==> src/rtl/load_store_unit.sv <==
// load_store_unit: one-at-a-time load/store initiator for RAM port B (optional LSU_MISALIGN_SPLIT_EN splits word-crossing accesses).
// Response at N+1 (store/error) or N+2 (load), +1 when split; ram_NOTready blocks acceptance and stretches every RAM-facing state.
module load_store_unit (
  input  logic        clk,
  input  logic        reset,
  input  logic        req_valid,
  output logic        req_ready,
  input  logic [1:0]  req_op,
  input  logic [1:0]  req_size,
  input  logic [31:0] req_addr,
  input  logic [31:0] req_wdata,
  output logic        resp_valid,
  output logic [31:0] resp_rdata,
  output logic        resp_err,
  output logic [31:0] ram_addrB,
  output logic [3:0]  ram_web,
  output logic [31:0] ram_dinB,
  input  logic [31:0] ram_doutB,
  input  logic        ram_readValidB,
  input  logic        ram_NOTready
);
  localparam logic [1:0] MEM_DISABLE   = 2'b00;
  localparam logic [1:0] MEM_READ_SEXT = 2'b01;
  localparam logic [1:0] MEM_WRITE     = 2'b11;

  typedef enum logic [1:0] {IDLE, RD_LO, RD_HI, WR_HI} state_t;
  state_t state;

  logic [1:0]  opR, sizeR, offR;
  logic        splitR;
  logic [31:0] wordAddrR, loWordR, addrHold, dinHold, nextWordAddr;
  logic [3:0]  hiWebR, mask;
  logic [1:0]  off;
  logic [7:0]  webWide;
  logic [63:0] dinWide;
  logic        accept, isStore, reservedSize, reqErr, split, doAccess, rdCapture;

  // Shift a (possibly two-word) read so the addressed byte lands in lane 0, then extend.
  function automatic logic [31:0] extend(input logic [63:0] merged, input logic [1:0] sh,
                                         input logic [1:0] size, input logic [1:0] op);
    logic [31:0] d;
    d = 32'(merged >> {sh, 3'b000});
    case (size)
      2'b00:   extend = (op == MEM_READ_SEXT) ? {{24{d[7]}}, d[7:0]} : {24'b0, d[7:0]};
      2'b01:   extend = (op == MEM_READ_SEXT) ? {{16{d[15]}}, d[15:0]} : {16'b0, d[15:0]};
      default: extend = d;
    endcase
  endfunction

  assign req_ready    = (state == IDLE) && !ram_NOTready && !reset;
  assign accept       = req_valid && req_ready;
  assign off          = req_addr[1:0];
  assign isStore      = (req_op == MEM_WRITE);
  assign reservedSize = (req_size == 2'b11);

  always_comb begin
    case (req_size)
      2'b00:   mask = 4'b0001;
      2'b01:   mask = 4'b0011;
      default: mask = 4'b1111;
    endcase
  end

  // Upper halves of these are the second-word enables/data of a word-crossing store.
  assign webWide = {4'b0000, mask} << off;
  assign dinWide = {32'b0, req_wdata} << {off, 3'b000};

`ifdef LSU_MISALIGN_SPLIT_EN
  assign reqErr = reservedSize;
  assign split  = !reservedSize && (webWide[7:4] != 4'b0000);
`else
  assign reqErr = reservedSize || (req_size == 2'b01 && off[0]) ||
                  (req_size == 2'b10 && off != 2'b00);
  assign split  = 1'b0;
`endif

  assign doAccess     = accept && (req_op != MEM_DISABLE) && !reqErr;
  assign rdCapture    = ram_readValidB && !ram_NOTready;
  assign nextWordAddr = wordAddrR + 32'd4;

  always_comb begin
    ram_addrB = addrHold;
    ram_dinB  = dinHold;
    ram_web   = 4'b0000;
    if (doAccess) begin
      ram_addrB = {req_addr[31:2], 2'b00};
      if (isStore) begin
        ram_web  = webWide[3:0];
        ram_dinB = dinWide[31:0];
      end
    end else if (state == RD_LO && splitR && rdCapture) begin
      ram_addrB = nextWordAddr;
    end else if (state == WR_HI && !reset) begin
      ram_web = hiWebR;
    end
  end

  always_ff @(posedge clk) begin
    if (reset) begin
      state      <= IDLE;
      resp_valid <= 1'b0;
      resp_rdata <= 32'b0;
      resp_err   <= 1'b0;
      addrHold   <= 32'b0;
      dinHold    <= 32'b0;
      opR        <= 2'b00;
      sizeR      <= 2'b00;
      offR       <= 2'b00;
      splitR     <= 1'b0;
      wordAddrR  <= 32'b0;
      loWordR    <= 32'b0;
      hiWebR     <= 4'b0000;
    end else begin
      resp_valid <= 1'b0;
      case (state)
        IDLE: begin
          if (accept && req_op != MEM_DISABLE) begin
            opR       <= req_op;
            sizeR     <= req_size;
            offR      <= off;
            splitR    <= split;
            wordAddrR <= {req_addr[31:2], 2'b00};
            hiWebR    <= webWide[7:4];
            if (reqErr) begin
              resp_valid <= 1'b1;
              resp_err   <= 1'b1;
              resp_rdata <= 32'b0;
            end else if (!isStore) begin
              addrHold <= {req_addr[31:2], 2'b00};
              state    <= RD_LO;
            end else if (split) begin
              addrHold <= {req_addr[31:2], 2'b00} + 32'd4;
              dinHold  <= dinWide[63:32];
              state    <= WR_HI;
            end else begin
              addrHold   <= {req_addr[31:2], 2'b00};
              dinHold    <= dinWide[31:0];
              resp_valid <= 1'b1;
              resp_err   <= 1'b0;
              resp_rdata <= 32'b0;
            end
          end
        end
        RD_LO: begin
          if (rdCapture) begin
            if (splitR) begin
              loWordR  <= ram_doutB;
              addrHold <= nextWordAddr;
              state    <= RD_HI;
            end else begin
              resp_valid <= 1'b1;
              resp_err   <= 1'b0;
              resp_rdata <= extend({32'b0, ram_doutB}, offR, sizeR, opR);
              state      <= IDLE;
            end
          end
        end
        RD_HI: begin
          if (rdCapture) begin
            resp_valid <= 1'b1;
            resp_err   <= 1'b0;
            resp_rdata <= extend({ram_doutB, loWordR}, offR, sizeR, opR);
            state      <= IDLE;
          end
        end
        WR_HI: begin
          if (!ram_NOTready) begin
            resp_valid <= 1'b1;
            resp_err   <= 1'b0;
            resp_rdata <= 32'b0;
            state      <= IDLE;
          end
        end
        default: state <= IDLE;
      endcase
    end
  end
endmodule

==> config.mk <==
export PLATFORM = sky130hd
export DESIGN_NAME = load_store_unit
export DESIGN_NICKNAME = d
export VERILOG_FILES = /design/src/rtl/load_store_unit.sv
export SDC_FILE = /design/constraint.sdc
export NUM_CORES = 1
export LEC_CHECK = 0
export ABC_AREA = 1
export BUFFER_PORTS_ARGS = -buffer_cell sky130_fd_sc_hd__buf_2
export CAP_MARGIN = 20
export CORE_UTILIZATION = 45
export CTS_BUF_LIST = sky130_fd_sc_hd__clkbuf_16
export CTS_CLUSTER_DIAMETER = 60
export DETAILED_ROUTE_END_ITERATION = 7
export PLACE_DENSITY_LB_ADDON = 0.1
export SKIP_CTS_REPAIR_TIMING = 1
export SLEW_MARGIN = 20
export SYNTH_ARGS = -nofsm -noshare
export SYNTH_HDL_FRONTEND = slang
export SYNTH_SLANG_ARGS = --single-unit
==> constraint.sdc <==
create_clock -name clk -period 1.6 [get_ports clk]
set_input_delay 0.32 -clock clk [delete_from_list [all_inputs] [get_ports clk]]
set_output_delay 0.32 -clock clk [all_outputs]
set_load 0.01 [all_outputs]
==> results of run 1 <==
[per-layer routing]
| metal | part of all wire | GRT usage | vias up | wire length [um] |
|---|---|---|---|---|
| met5 | 0 | 0 | - | 0 |
| met4 | 0.015 | 0.0709 | 0 | 243 |
| met3 | 0.065 | 0.0560 | 20 | 1070 |
| met2 | 0.49 | 0.421 | 205 | 8040 |
| met1 | 0.43 | 0.305 | 2909 | 7170 |
| li1 | - | - | 3303 | - |
[area by class of cell]
cell class	count	area [sq um]
multi-input combinational	639	3440
tap	172	215
fill	1266	4430
timing repair buffer	297	1920
clock inverter	7	41.3
inverter	99	397
sequential	103	2060
clock buffer	9	225
[cells in the final DEF (no fill, tap or decap), types with 2 or more instances in the layout]
master / Yosys / routed
sky130_fd_sc_hd__buf_12: 0 / 5
sky130_fd_sc_hd__clkinv_4: 1 / 3
sky130_fd_sc_hd__o31ai_1: 2 / 2
sky130_fd_sc_hd__o22ai_1: 8 / 8
sky130_fd_sc_hd__inv_1: 92 / 47
sky130_fd_sc_hd__o21ai_1: 4 / 4
sky130_fd_sc_hd__or2_1: 20 / 19
sky130_fd_sc_hd__a21oi_1: 71 / 70
sky130_fd_sc_hd__nand2_4: 2 / 3
sky130_fd_sc_hd__nand3_1: 42 / 42
sky130_fd_sc_hd__conb_1: 1 / 2
sky130_fd_sc_hd__or2_2: 11 / 11
sky130_fd_sc_hd__nor2_2: 16 / 19
sky130_fd_sc_hd__nand2_1: 298 / 269
sky130_fd_sc_hd__clkbuf_16: 0 / 11
sky130_fd_sc_hd__buf_4: 7 / 84
sky130_fd_sc_hd__clkinv_1: 1 / 3
sky130_fd_sc_hd__nand2_2: 15 / 42
sky130_fd_sc_hd__nor2_1: 52 / 49
sky130_fd_sc_hd__o211ai_1: 13 / 13
sky130_fd_sc_hd__buf_6: 12 / 13
sky130_fd_sc_hd__o21ai_4: 0 / 26
sky130_fd_sc_hd__inv_2: 3 / 49
sky130_fd_sc_hd__o21ai_2: 46 / 20
sky130_fd_sc_hd__dfxtp_1: 103 / 102
sky130_fd_sc_hd__o21ai_0: 29 / 29
sky130_fd_sc_hd__buf_2: 13 / 192
[cell families after synthesis]
family	Yosys count
simple gates	464
compound gates	173
buf+inv	156
flops	103
other cells	1
[sequential cells by signal, summed over array words and instances, names as in the netlist]
register and flops:
offR 2, resp_err 1, resp_valid 1, addrHold 30, resp_rdata 32, opR 2
state 1, dinHold 32, sizeR 2
[where the power goes]
part	total [mW]	internal, mW	switching [mW]
Sequential	2.63	2.61	0.0144
Combinational	1.16	0.503	0.659
Clock	2.01	1.04	0.966
Total	5.79	4.16	1.64
[worst max-delay path, cell delays in order, from the launching register on]
cell and delay [ns]:
sky130_fd_sc_hd__dfxtp_2 0.34, sky130_fd_sc_hd__clkinv_4 0.06, sky130_fd_sc_hd__nand2_8 0.05, sky130_fd_sc_hd__nor2_8 0.11
sky130_fd_sc_hd__nand2_4 0.06, sky130_fd_sc_hd__nor2_4 0.20, sky130_fd_sc_hd__inv_8 0.08, sky130_fd_sc_hd__buf_12 0.18
sky130_fd_sc_hd__o21ai_2 0.16, sky130_fd_sc_hd__inv_2 0.04, sky130_fd_sc_hd__buf_2 0.13
[through the flow]
stage	setup TNS, ns	utilization
6_report	-31.42	0.652
5_1_grt	-38.43	0.652
4_1_cts	-33.88	0.636
3_5_place_dp	-29.60	0.615
3_3_place_gp	-25.01	0.615
2_1_floorplan	-4.41	-
[worst max path at each step]
stage | to | startpoint | slack [ns] | cells after the start
6_report | ram_addrB[19] | state[0] | -0.51 | 10
5_1_grt | ram_dinB[14] | state[0] | -0.61 | 11
4_1_cts | ram_dinB[0] | state[0] | -0.56 | 11
3_5_place_dp | ram_dinB[0] | req_addr[0] | -0.37 | 12
3_3_place_gp | ram_dinB[0] | req_addr[0] | -0.33 | 12
2_1_floorplan | ram_dinB[10] | reset | -0.11 | 11
==> impl_metrics.yaml, run 1 <==
finish:
  layout-drive-gt1-share: 0.428
  post_layout_nets: 1254
  areaGrowthSynthToFinish_pct: 40.5
  antenna_cells_inserted: 0
  finished_layout_cell_area_sq_um: 8300
  finalNonFillerCells: 1326
logic_synthesis:
  synthesis.area_sq_um: 5900
  ys_async_sr_fraction: 0
  yosys-mux-area-fraction: 0
  synth_seq_cells: 103
  synth_top_family_by_area: "simple AND/OR/NAND/NOR gates"
  synthSimpleGateAreaFrac: 0.342
  synth_most_common_cell: "sky130_fd_sc_hd__nand2_1"
  synth_enable_flop_cells: 0
  synth_common_cells: "sky130_fd_sc_hd__nand2_1 (298), sky130_fd_sc_hd__dfxtp_1 (103), sky130_fd_sc_hd__inv_1 (92), sky130_fd_sc_hd__a21oi_1 (71), sky130_fd_sc_hd__nor2_1 (52)"
  synth_xor_area_frac: 0
  seq_area_frac_synth: 0.349
  synthesis.instances: 897
  synth.largest_area_cell: "sky130_fd_sc_hd__dfxtp_1"
  synth.yosys.warnings: 0
  proportion_of_netlist_area_held_by_the_largest_area_contributor: 0.349
  dominant_cells_by_area_after_synthesis: "sky130_fd_sc_hd__dfxtp_1 (35%), sky130_fd_sc_hd__nand2_1 (19%), sky130_fd_sc_hd__o21ai_2 (6.8%)"
  postSynthAreaPerCell_sq_um: 6.58
  ys.flop_type: "sky130_fd_sc_hd__dfxtp_1"
  yosysUniqueCellTypes: 34
  synthAdderAreaFrac: 0
  synth_compound_gate_area_share: 0.184
job:
  max_cap_viol_count: 0
grt:
  pin_count_of_the_biggest_net_entering_global_routing: 97
  antenna_violations_before_repair: 0
  grtUsageTotal: 0.245
  globalRoute.totalOverflow: 0
  grt_first_pass_wirelength_um: 26000
  first_global_vias: 5629
sta:
  final-hold-violation-count: 0
  postLayoutSetupSlackWorst_ns: -0.507
  timing.final.max_slew_violations: 0
  grt_setup_unrepaired: "true"
  max_slew.worst_pin.slew_ns: 0.801
  timing.max_slew.rel_slack: 0.466
  report.final.setup_viol: 66
  final_min_period_over_clock_period: 1.32
  fin_crit_ns: 2.11
  finalHoldWorstSlack_ns: 0.239
  fin_worst_skew_ns: 0.00557
  clock.fmax_mhz: 475
clocking:
  clock_insertion_delay_worst_skew_ns: 0.35
  cts.path.max_buffers: 2
  ctsRootBufferMaster: "sky130_fd_sc_hd__clkbuf_16"
  cts_htree_levels: 3
  cts_tree: "yes"
  numCtsBuffers: 9
  numClockSinks: 103
  cts.clk_slew.worst_paths_ns: 0.07
critical_path:
  timing.critical_path.fanout_max: 22
  cp-start-kind: "register"
  timing.critical_path.to_type: "primary output"
  worst_reg2reg_endpoint: "addrHold[8]"
  worst-r2r-cell-count: 10
  worstSetupPathType: "reg2out"
  setup.reg_to_reg.worst_slack_ns: 0.03
  worstPathArrival_ns: 1.79
  r2r-start: "state[0]"
  required_ns: 1.28
hold_path:
  min-delay-start: "req_addr[29]"
  holdPathStages: 3
  min_to: "addrHold[29]"
  worstHoldPathType: "in2reg"
place:
  place_area_sq_um: 7820
  setup_slack_placement_ns: -0.365
  weighted_congestion_at_the_end_of_routability_driven_global_placement: 0.881
  placed_cells_incl_taps: 1308
  place_hpwl_um: 12100
  buffer_ports.inserted: 205
status:
  result_of_the_run: "finished with violations"
  failing_checks: "setup timing"
floorplan:
  die_width_um: 117
  die-area_sq_um: 13600
  coreArea_sq_um: 12700
  floorplan.rows: 41
  fp.dieH_um: 117
  num_io_pins: 208
  initial_core_util: 0.464
routing:
  routed-via-count: 6437
  remaining_design_rule_violation_count: 0
  detailedRoute.firstIterationViolations: 473
  drt-wirelength-per-cell_um: 12.5
  detail_route.wirelength_um: 16500
  remaining_antenna_violation_count: 0
  drt-pass1-iter-count: 5
  routed_via_density: 4.85
pwr:
  power_density_nw_per_um2: 698
  leakage_nw: 4.38
  total_power_mw: 5.79
  vdd_drop_max_v: 0.000566
(Power assumes the default switching activity.)
==> run 2: changes to the inputs <==
==> constraint.sdc (replaced) <==
create_clock -name clk -period 2.3 [get_ports clk]
set_input_delay 0.46 -clock clk [delete_from_list [all_inputs] [get_ports clk]]
set_output_delay 0.46 -clock clk [all_outputs]
set_load 0.01 [all_outputs]
==> run 2 against run 1 <==
Wire length shrank 2.1%. Global-route usage shrank 0.50 points. Highest routed layer unchanged. Die area is the same. Core utilization shrank 4.1 points. Sequential cell count is the same. The flow now finishes without violations. Sequential power shrank 30%. Combinational power shrank 38%. Final cell count shrank 2.4%.
==> impl_metrics.yaml, run 2 (synthesized netlist as in run 1, its figures left out) <==
clocking:
  numCtsBuffers: 9
  numClockSinks: 103
  cts_htree_levels: 3
  clock_insertion_delay_worst_skew_ns: 0.35
  ctsRootBufferMaster: "sky130_fd_sc_hd__clkbuf_16"
  cts_tree: "yes"
  cts.clk_slew.worst_paths_ns: 0.07
  cts.path.max_buffers: 2
place:
  placed_cells_incl_taps: 1272
  weighted_congestion_at_the_end_of_routability_driven_global_placement: 0.915
  place_hpwl_um: 12000
  buffer_ports.inserted: 205
sta:
  fin_worst_skew_ns: 0.00668
  finalHoldWorstSlack_ns: 0.353
  timing.final.max_slew_violations: 0
  max_slew.worst_pin.slew_ns: 0.788
  grt_setup_unrepaired: "true"
  timing.max_slew.rel_slack: 0.475
  clock.fmax_mhz: 441
  final-hold-violation-count: 0
  fin_crit_ns: 2.27
  totalNegativeSetupSlack_ns: 0
  final_min_period_over_clock_period: 0.986
  report.final.setup_viol: 0
floorplan:
  initial_core_util: 0.464
  fp.dieH_um: 117
  die_width_um: 117
  floorplan.rows: 41
  coreArea_sq_um: 12700
  die-area_sq_um: 13600
  num_io_pins: 208
routing:
  detailedRoute.firstIterationViolations: 412
  detail_route.wirelength_um: 16200
  routed-via-count: 6206
  remaining_design_rule_violation_count: 0
  drt-wirelength-per-cell_um: 12.5
  drt-pass1-iter-count: 5
  remaining_antenna_violation_count: 0
  routed_via_density: 4.80
pwr:
  vdd_drop_max_v: 0.000401
  leakage_nw: 4.30
  power_density_nw_per_um2: 554
critical_path:
  required_ns: 1.84
  timing.critical_path.fanout_max: 27
  cp-start-kind: "register"
  worstPathArrival_ns: 1.81
  timing.critical_path.to_type: "primary output"
  worstSetupPathType: "reg2out"
finish:
  multiInputGateArea_sq_um: 3210
  post_layout_nets: 1222
  layout-drive-gt1-share: 0.343
  highest_count_cells_in_the_layout_ignoring_fill_and_taps: "sky130_fd_sc_hd__nand2_1 (296), sky130_fd_sc_hd__buf_2 (200), sky130_fd_sc_hd__dfxtp_1 (102)"
  reg_top3: "dinHold x32, resp_rdata x32, addrHold x30"
  finalNonFillerCells: 1294
  ff_latch_area_sq_um: 2060
  antenna_cells_inserted: 0
  areaGrowthSynthToFinish_pct: 31.7
  filler_cell_count: 1345
  most_common_library_cell_in_the_layout_ignoring_fill_and_taps: "sky130_fd_sc_hd__nand2_1"
grt:
  globalRoute.totalOverflow: 0
  grtUsageTotal: 0.240
  first_global_vias: 5499
  pin_count_of_the_biggest_net_entering_global_routing: 97
  antenna_violations_before_repair: 0
  grt_first_pass_wirelength_um: 25400
job:
  max_cap_viol_count: 0
hold_path:
  worstHoldPathType: "in2reg"
status:
  result_of_the_run: "finished, final reports clean"
-- run 2: routing by layer --
layer  vias to the layer above  share of wire  GRT usage
met5                         -              0          0
met1                      2749           0.43      0.300
li1                       3240              -          -
met2                       191           0.49      0.407
met4                         0          0.019     0.0692
met3                        26          0.068     0.0607
-- run 2: path summary, 6_finish.rpt --
| kind | startpoint | end | slack, ns | cells after the start |
|---|---|---|---|---|
| hold reg to reg | resp_rdata[5] | resp_rdata[5] | 0.46 | 2 |
| setup reg to reg | state[0] | resp_rdata[17] | 0.61 | 10 |
| setup / recovery | state[0] | ram_dinB[10] | 0.03 | 10 |
| hold / removal | req_addr[12] | addrHold[12] | 0.35 | 3 |
-- run 2: worst max-delay path, stage by stage (launching register included) --
cell                      delay (ns)
sky130_fd_sc_hd__dfxtp_2        0.33
sky130_fd_sc_hd__inv_4          0.07
sky130_fd_sc_hd__nand2_4        0.06
sky130_fd_sc_hd__nor2_8         0.09
sky130_fd_sc_hd__nand2_4        0.06
sky130_fd_sc_hd__nor2_4         0.20
sky130_fd_sc_hd__inv_8          0.09
sky130_fd_sc_hd__buf_12         0.19
sky130_fd_sc_hd__o21ai_2        0.16
sky130_fd_sc_hd__inv_1          0.06
sky130_fd_sc_hd__buf_2          0.13
-- run 2: layout make-up --
type / instances / share of cell area
clock inverters: 7 / 0.0154
repair buffers: 265 / 0.200
inverters: 99 / 0.0497
clock buffers: 9 / 0.0290
well taps: 172 / 0.0277
multi-input cells: 639 / 0.413
flip-flops and latches: 103 / 0.265
-- run 2: metrics by stage --
step,utilization,cell area (sq um),total power [mW],setup slack [ns]
finish,0.611,7780,4.31,0.0313
global route,0.611,7780,4.53,-0.0891
CTS,0.598,7610,4.33,-0.00419
detailed placement,0.571,7260,2.56,0.0658
global placement,0.571,7260,2.56,0.0905
floorplan,-,5910,2.28,0.243
-- run 2: report_power, final --
group | switching, mW | leakage [nW] | total [mW] | internal [mW]
Combinational | 0.424 | 3.30 | 0.719 | 0.295
Clock | 0.697 | 0.172 | 1.77 | 1.07
Sequential | 0.00923 | 0.833 | 1.83 | 1.82
Total | 1.13 | 4.30 | 4.31 | 3.18
